File: src/rtl/demux_1_4_sched_v.sv
// Round-robin scheduler that feeds a 1-to-4 demux. It holds one accepted word and offers it to the
// next enabled channel, and moves on to another channel when the offered one stalls or is disabled.
module demux_1_4_sched_v #(
    parameter int DATA_W  = 8,
    parameter int TIMEOUT = 15,
    parameter int CNT_W   = 8
) (
    input  logic              i_clk,
    input  logic              i_rst_n,
    input  logic              i_valid,
    output logic              o_ready,
    input  logic [DATA_W-1:0] i_data,
    input  logic [3:0]        i_ch_en,
    input  logic [3:0]        i_ch_ready,
    output logic [3:0]        o_sel_code,
    output logic [DATA_W-1:0] o_data,
    output logic              o_busy,
    output logic [CNT_W-1:0]  o_xfer_cnt,
    output logic [1:0]        o_dbg_state
);

    // Handshake: a word is taken on a rising edge where i_valid && o_ready; a channel takes the
    // word on a rising edge where its o_sel_code bit and its i_ch_ready bit are both high.

    localparam int TW = (TIMEOUT > 1) ? $clog2(TIMEOUT) : 1;

    typedef enum logic [1:0] {
        S_IDLE   = 2'd0,
        S_SELECT = 2'd1,
        S_SEND   = 2'd2
    } state_t;

    state_t            state_q, state_d;
    logic              ready_q, ready_d;
    logic [3:0]        sel_q, sel_d;
    logic [DATA_W-1:0] data_q, data_d;
    logic [CNT_W-1:0]  cnt_q, cnt_d;
    logic [1:0]        ptr_q, ptr_d;
    logic [1:0]        ch_q, ch_d;
    logic [TW-1:0]     timer_q, timer_d;

    logic              found;
    logic [1:0]        pick;
    logic [1:0]        cand;

    // Search order is ptr+1, ptr+2, ptr+3, ptr; the last candidate lets a sole channel be reselected.
    always_comb begin
        found = 1'b0;
        pick  = ptr_q;
        cand  = ptr_q;
        for (int i = 1; i <= 4; i++) begin
            cand = ptr_q + 2'(i);
            if (!found && i_ch_en[cand]) begin
                found = 1'b1;
                pick  = cand;
            end
        end
    end

    always_comb begin
        state_d = state_q;
        ready_d = ready_q;
        sel_d   = sel_q;
        data_d  = data_q;
        cnt_d   = cnt_q;
        ptr_d   = ptr_q;
        ch_d    = ch_q;
        timer_d = timer_q;
        case (state_q)
            S_IDLE: begin
                if (i_valid && ready_q) begin
                    data_d  = i_data;
                    ready_d = 1'b0;
                    state_d = S_SELECT;
                end
            end
            S_SELECT: begin
                if (found) begin
                    ch_d    = pick;
                    sel_d   = 4'b0001 << pick;
                    timer_d = '0;
                    state_d = S_SEND;
                end
            end
            S_SEND: begin
                // Ready outranks a simultaneous disable: the word is already taken.
                if (i_ch_ready[ch_q]) begin
                    ptr_d   = ch_q;
                    cnt_d   = cnt_q + CNT_W'(1);
                    sel_d   = 4'b0000;
                    ready_d = 1'b1;
                    state_d = S_IDLE;
                end else if (!i_ch_en[ch_q]) begin
                    sel_d   = 4'b0000;
                    state_d = S_SELECT;
                end else if (TIMEOUT != 0) begin
                    if (timer_q == TW'(TIMEOUT - 1)) begin
                        ptr_d   = ch_q;
                        sel_d   = 4'b0000;
                        state_d = S_SELECT;
                    end else begin
                        timer_d = timer_q + TW'(1);
                    end
                end
            end
            default: begin
                sel_d   = 4'b0000;
                ready_d = 1'b1;
                state_d = S_IDLE;
            end
        endcase
    end

    always_ff @(posedge i_clk or negedge i_rst_n) begin
        if (!i_rst_n) begin
            state_q <= S_IDLE;
            ready_q <= 1'b1;
            sel_q   <= 4'b0000;
            data_q  <= '0;
            cnt_q   <= '0;
            ptr_q   <= 2'd3;
            ch_q    <= 2'd0;
            timer_q <= '0;
        end else begin
            state_q <= state_d;
            ready_q <= ready_d;
            sel_q   <= sel_d;
            data_q  <= data_d;
            cnt_q   <= cnt_d;
            ptr_q   <= ptr_d;
            ch_q    <= ch_d;
            timer_q <= timer_d;
        end
    end

    assign o_ready     = ready_q;
    assign o_busy      = !ready_q;
    assign o_sel_code  = sel_q;
    assign o_data      = data_q;
    assign o_xfer_cnt  = cnt_q;
    assign o_dbg_state = state_q;

endmodule

File: config.mk
export PLATFORM = sky130hd
export DESIGN_NAME = demux_1_4_sched_v
export DESIGN_NICKNAME = d
export VERILOG_FILES = /design/src/rtl/demux_1_4_sched_v.sv
export SDC_FILE = /design/constraint.sdc
export NUM_CORES = 1
export LEC_CHECK = 0
export CORE_AREA = 3 3 62 64
export DETAILED_ROUTE_END_ITERATION = 10
export DIE_AREA = 0 0 65 67
export PLACE_DENSITY = 0.77
export RECOVER_POWER = 50
export SYNTH_ARGS = -nofsm -noshare
export SYNTH_HDL_FRONTEND = slang
export SYNTH_SLANG_ARGS = --single-unit
export TNS_END_PERCENT = 1
File: constraint.sdc
create_clock -name i_clk -period 2.1 [get_ports i_clk]
set_clock_uncertainty 0.15 [all_clocks]
set_input_delay 0.525 -clock i_clk [delete_from_list [all_inputs] [get_ports i_clk]]
set_output_delay 0.525 -clock i_clk [all_outputs]
set_load 0.02 [all_outputs]
==> metrics.md, run 1 <==
| Metric | Value |
|---|---|
| Outcome | `complete, no violations` |
| Slew Limit Fails | `0` |
| Final WL | `~3400 µm` |
| First-pass GRT wire length | `about 5700 µm` |
| Starting DRC count in detailed routing | `40` |
| Max_cap viols | `0` |
| CTS tree | `built` |
| Fin crit period | `2.030 ns` |
| Most frequent cells in the layout | `35 x clkdlybuf4s50_1, 28 x dfrtp_1, 11 x nand3_1, 11 x nand2_1, 11 x mux2_2` |
| F_max | `0.4925 GHz` |
| Initial Utilization | `46.87%` |
| Commonest non-fill, non-tap cell in the layout | `clkdlybuf4s50_1` |
| Post-synth EDFFs | `0` |
| Worst path bufs/invs | `1` |
| Drt drc | `0` |
| Crit share post-route | `between 90 and 100%` |
| Setup slack after layout | `0.06973 ns` |
| Fraction of registers with async set/reset | `100.0%` |
| CTS Buf Count | `5` |
| WL/cell | `14.12 µm` |
| Max stage delay on crit path | `0.62 ns` |
| Vias in the first global route | `1,326` |
| Final net count | `between 200 and 250` |
| CP Capture Type | `primary output` |
| Clk root buf | `clkbuf_4` |
| # IOs | `43` |
| CP top delay family | `buffers and inverters` |
| Remaining global-route overflow | `0` |
| Yosys warnings | `0` |
| Pin count of the biggest net entering global routing | `32` |
| Sequential share of the synthesized area | `49.84%` |
| Initial antenna violation count | `0` |
| LEAKAGE | `1.022 nW` |
| Area Overhead vs Synth | `40.56%` |
| Synth Flop Type | `dfrtp_1` |
| Critical-path top delay cell | `clkdlybuf4s50_1` |
| Pwr per Cell Area | `1179 nW/µm²` |
| Die W | `around 65 µm` |
| Die Span Y | `67 µm` |
| CTS Buffer Depth | `2` |
| Die area | `between 4000 and 5000 µm²` |
| Synthesized cell area | `1564 µm²` |
| Critical path launch point type | `register` |
| Fraction of layout cells with a size suffix above 1 | `21.54%` |
| Core area | `between 3000 and 4000 µm²` |
| Setup Crit Path Kind | `register to primary output` |
| Worst path required time | `about 1.4 ns` |
| Worst hold slack | `0.3336 ns` |
| Yosys reg bits | `31` |
| Crit path DAT | `1.36 ns` |
| DR pass1 iterations | `4` |
| Post-CTS setup buffers | `0` |
| Mapped Avg Cell Area | `11.85 µm²` |
| Worst vdd ir | `667.1 µV` |
| Crit path cell chain | `clkdlybuf4s50_1` |
| CTS sink cnt | `31` |
| Vias | `1,249` |
| Netlist cell types | `37` |
| Diodes inserted | `0` |
| Rel. slew slack | `49.97%` |
| Final Util | `65.88%` |
| Post-Place Setup Slack | `-0.2529 ns` |
| Net count after synthesis | `154` |
| Buffers on Ports | `42` |
| CTS H-tree lvls | `2` |
| Clk_lat worst skew | `0.33 ns` |
| Detail Placement HPWL | `2721 µm` |
| Synth Instances | `132` |
| Tot Pwr | `2.592 mW` |
| GP Congestion | `0.8368` |
| Clk slew on worst S/H paths | `0.10 ns` |
| RSZ-0062 raised after global routing | `no` |
| Worst Path Max Fanout | `4` |
| HP Class | `register to register` |
| Worst-margin pin slew | `between 0.7 and 0.8 ns` |
| Row count | `21` |
| Final Hold Violating Endpoints | `0` |
| Post-route ant nets | `0` |
| Final setup violating endpoints | `0` |
| Global-route total usage across every layer | `17.16%` |
| Via density | `~5.2` |
==> per-stage QoR <==
| step | cells | TNS (ns) | cell area (µm²) |
|---|---|---|---|
| floorplan | 132 | 0 | 1564 |
| global placement | 233 | -2.573 | 2156 |
| detailed placement | 233 | -3.288 | 2156 |
| CTS | 241 | 0 | 2240 |
| global route | 241 | 0 | 2198 |
| finish | 241 | 0 | 2198 |
==> state kept, by name, indices dropped and copies added, names as in the netlist <==
signal	count
o_xfer_cnt	8
ptr_q	2
timer_q	4
o_sel_code	4
ch_q	2
o_data	8
o_ready	1
o_dbg_state	2
==> cell type report <==
type	instances	area, µm²
clock inverter	2	35.03
inverter	7	26.28
multi-input combinational	93	747.0
clock buffer	6	51.30
timing repair buffer	56	501.7
fill	285	1139
tap	46	57.56
sequential	31	779.5
==> worst paths after layout <==
kind | cells past startpoint | slack (ns) | from | endpoint
hold / removal | 1 | 0.33 | o_xfer_cnt[7]$_DFFE_PN0P_ | o_xfer_cnt[7]$_DFFE_PN0P_
setup / recovery | 1 | 0.07 | o_xfer_cnt[1]$_DFFE_PN0P_ | o_xfer_cnt[1]
hold reg to reg | 1 | 0.33 | o_xfer_cnt[7]$_DFFE_PN0P_ | o_xfer_cnt[7]$_DFFE_PN0P_
setup reg to reg | 4 | 0.23 | ch_q[0]$_DFFE_PN0P_ | ptr_q[0]$_DFFE_PN1P_
min in group asynchronous | 2 | 0.64 | i_rst_n | o_xfer_cnt[7]$_DFFE_PN0P_
max in group asynchronous | 2 | 0.68 | i_rst_n | o_data[5]$_DFFE_PN0P_
==> cell usage after synthesis (2+ instances only) <==
cell type  count  area (µm²)
xnor2_1        2       17.52
ha_1           3       37.54
inv_1          7       26.28
o21a_1         2       15.01
o32ai_1        4       35.03
dfstp_2        3       78.83
a21oi_1        3       15.01
nor2b_1        4       25.02
nand2b_1       4       25.02
nand2_1       10       37.54
and3_1         3       18.77
xor2_1         5       43.79
nor3_1         3       15.01
a21o_1         3       22.52
mux4_2         2       45.04
nor2_1         4       15.01
nand3_1       11       55.05
mux2i_1        3       30.03
mux2_2        11       123.9
dfrtp_1       28       700.7
==> layer usage <==
metal | GRT usage, % | share of wire (%)
met3 | 5.396 | 6.2
met4 | 6.069 | 1.7
met5 | 0 | 0
met2 | 31.67 | 52
met1 | 18.28 | 40
==> power by group <==
| group | total (mW) | switching, mW | internal [mW] |
|---|---|---|---|
| Sequential | 0.968 | 0.164 | 0.804 |
| Clock | 0.487 | 0.206 | 0.281 |
| Combinational | 1.14 | 0.549 | 0.588 |
| Total | 2.59 | 0.919 | 1.67 |
==> what timing repair did <==
item                       4_1_cts  5_1_grt
resized for setup                2        4
setup endpoints to repair        2        4
hold buffers                     0        0
pin swaps                        0        0
==> logic make-up (layout without fill, tap and decap cells) <==
group	count (synthesis)	in the layout	share of synthesized area [%]
and+or+nand+nor	47	47	18.40
DFF	31	31	49.84
AOI/OAI and AO/OA	19	19	9.120
muxes	17	17	14.40
buffers and inverters	8	71	1.920
xor gates and xnor gates	7	7	3.920
adders and majority gates	3	3	2.400
Note: power is estimated with default switching activity, not from simulation.
==> run 2: changes to the inputs <==
==> constraint.sdc (replaced) <==
create_clock -name i_clk -period 2.1 [get_ports i_clk]
set_clock_uncertainty 0.15 [all_clocks]
set_input_delay 0.42 -clock i_clk [delete_from_list [all_inputs] [get_ports i_clk]]
set_output_delay 0.42 -clock i_clk [all_outputs]
set_load 0.02 [all_outputs]
==> run 2 against run 1 <==
Against the previous run: routed wire length up 2.1%; critical path depth unchanged; flip-flop and latch count unchanged; count of clock-buffer cells in the layout up 2; die area unchanged; combinational power about the same; clock power down 18%; first-iteration DRC count up 110%.
==> metrics.md, run 2 (synthesis results as in run 1) <==
| Metric | Value |
|---|---|
| Vias | `1,260 (was 1,249)` |
| Initial antenna violation count | `0 (unchanged)` |
| Worst vdd ir | `529.1 µV (was 667.1 µV)` |
| CP top delay family | `buffers and inverters (unchanged)` |
| Placed instance area | `2133 µm² (was 2156 µm²)` |
| Area Overhead vs Synth | `39.28% (was 40.56%)` |
| Filler cells | `279 (was 285)` |
| Fin crit period | `1.991 ns (was 2.030 ns)` |
| DR pass1 iterations | `4 (unchanged)` |
| CP Capture Type | `primary output (unchanged)` |
| Crit path cell chain | `clkdlybuf4s50_1 (unchanged)` |
| Initial Utilization | `46.87% (unchanged)` |
| Remaining global-route overflow | `0 (unchanged)` |
| Die area | `4355 µm² (unchanged)` |
| CTS Buffer Depth | `2 (unchanged)` |
| Worst-margin pin slew | `0.7582 ns (was 0.7505 ns)` |
| Drt drc | `0 (unchanged)` |
| Final setup violating endpoints | `0 (unchanged)` |
| Outcome | `complete, no violations (unchanged)` |
| Diodes inserted | `0 (unchanged)` |
| Worst Path Max Fanout | `5 (was 4)` |
| WL/cell | `14.59 µm (was 14.12 µm)` |
| Cts repair resizes | `2 (unchanged)` |
| Post-route cell area | `2178 µm² (was 2198 µm²)` |
| Commonest non-fill, non-tap cell in the layout | `clkdlybuf4s50_1 (unchanged)` |
| Post-route ant nets | `0 (unchanged)` |
| Fraction of layout cells with a size suffix above 1 | `20.31% (was 21.54%)` |
| Worst path bufs/invs | `1 (unchanged)` |
| CTS sink cnt | `31 (unchanged)` |
| Clk root buf | `clkbuf_4 (unchanged)` |
| Pwr per Cell Area | `1153 nW/µm² (was 1179 nW/µm²)` |
| Global-route total usage across every layer | `17.17% (was 17.16%)` |
| Detail Placement HPWL | `2667 µm (was 2721 µm)` |
| Clk slew on worst S/H paths | `0.10 ns (about the same)` |
| Via density | `5.294 (was 5.183)` |
| Final WL | `3472 µm (was 3402 µm)` |
| Pin count of the biggest net entering global routing | `32 (unchanged)` |
| Max_cap viols | `0 (unchanged)` |
| Critical-path top delay cell | `clkdlybuf4s50_1 (unchanged)` |
| First-pass GRT wire length | `5747 µm (was 5740 µm)` |
| LEAKAGE | `1.003 nW (was 1.022 nW)` |
| GP Congestion | `0.8089 (was 0.8368)` |
| Setup TNS | `0 ns (unchanged)` |
| Final Hold Violating Endpoints | `0 (unchanged)` |
| Slew Limit Fails | `0 (unchanged)` |
| Dpl cells | `230 (was 233)` |
| Crit share post-route | `94.80% (was 96.68%)` |
| Fin cells | `238 (was 241)` |
| CTS H-tree lvls | `2 (unchanged)` |
| RSZ-0062 raised after global routing | `no (unchanged)` |
| Buffers on Ports | `42 (unchanged)` |
| Worst path required time | `1.53 ns (was 1.42 ns)` |
| Vias in the first global route | `1,281 (was 1,326)` |
| Core area | `3337 µm² (unchanged)` |
| Row count | `21 (unchanged)` |
| Starting DRC count in detailed routing | `85 (was 40)` |
| Crit path DAT | `1.42 ns (was 1.36 ns)` |
| Post-CTS setup buffers | `0 (unchanged)` |
| F_max | `0.5023 GHz (was 0.4925 GHz)` |
| # IOs | `43 (unchanged)` |
| Rel. slew slack | `49.45% (was 49.97%)` |
| Setup Crit Path Kind | `register to primary output (unchanged)` |
| CTS tree | `built (unchanged)` |
| Die Span Y | `67 µm (unchanged)` |
| Die W | `65 µm (unchanged)` |
| CTS Buf Count | `5 (unchanged)` |
| Critical path launch point type | `register (unchanged)` |
| Hold-fix buffers, CTS | `0 (unchanged)` |
| Max stage delay on crit path | `0.64 ns (was 0.62 ns)` |
| Final net count | `213 (was 216)` |
| Clk_lat worst skew | `0.33 ns (about the same)` |
| Most frequent cells in the layout | `38 x clkdlybuf4s50_1, 27 x dfrtp_1, 11 x nand3_1, 11 x nand2_1, 11 x mux2_2 (was 35 x clkdlybuf4s50_1, 28 x dfrtp_1, 11 x nand3_1, 11 x nand2_1, 11 x mux2_2)` |
| HP Class | `register to register (unchanged)` |
## run 2: where the power goes
group	switching [mW]	internal [mW]	total, mW
combinational	0.529	0.586	1.12
clock	0.201	0.197	0.397
sequential	0.193	0.806	0.999
## run 2: area by class of cell
class / instances / area [µm²] / area share (%)
tap: 46 / 57.56 / 2.642
timing repair buffer: 53 / 498.0 / 22.86
clock buffer: 8 / 68.82 / 3.159
sequential: 31 / 780.7 / 35.84
multi-input combinational: 93 / 747.0 / 34.29
inverter: 7 / 26.28 / 1.206
## run 2: routing by layer
layer	wire, µm	global-route usage (%)	vias to the layer above
met5	0	0	-
met4	55	6.069	0
met3	180	3.541	8
met2	1821	31.03	46
met1	1415	20.02	612
li1	-	-	594
## run 2: per-stage QoR
stage	hold WS, ns	utilization, %	worst slack (ns)	total power, mW
after detailed placement	0.3065	63.93	-0.1553	2.158
after global routing	0.3373	65.28	0.06164	2.649
after CTS	0.3236	65.92	0.009711	2.553
final	0.3192	65.28	0.1093	2.512
after global placement	0.3076	63.93	-0.09837	2.111
after floorplan	-0.02559	-	0.2056	1.620
## run 2: final timing paths
| kind | slack, ns | cells past startpoint | start | endpoint |
|---|---|---|---|---|
| min in group asynchronous | 0.55 | 2 | i_rst_n | o_data[6]$_DFFE_PN0P_ |
| min reg2reg | 0.32 | 1 | o_xfer_cnt[7]$_DFFE_PN0P_ | o_xfer_cnt[7]$_DFFE_PN0P_ |
| max reg2reg | 0.23 | 4 | ch_q[0]$_DFFE_PN0P_ | ptr_q[0]$_DFFE_PN1P_ |
| max | 0.11 | 1 | o_xfer_cnt[2]$_DFFE_PN0P_ | o_xfer_cnt[2] |
| min | 0.32 | 1 | o_xfer_cnt[7]$_DFFE_PN0P_ | o_xfer_cnt[7]$_DFFE_PN0P_ |
| max in group asynchronous | 0.72 | 2 | i_rst_n | o_dbg_state[1]$_DFFE_PN0P_ |
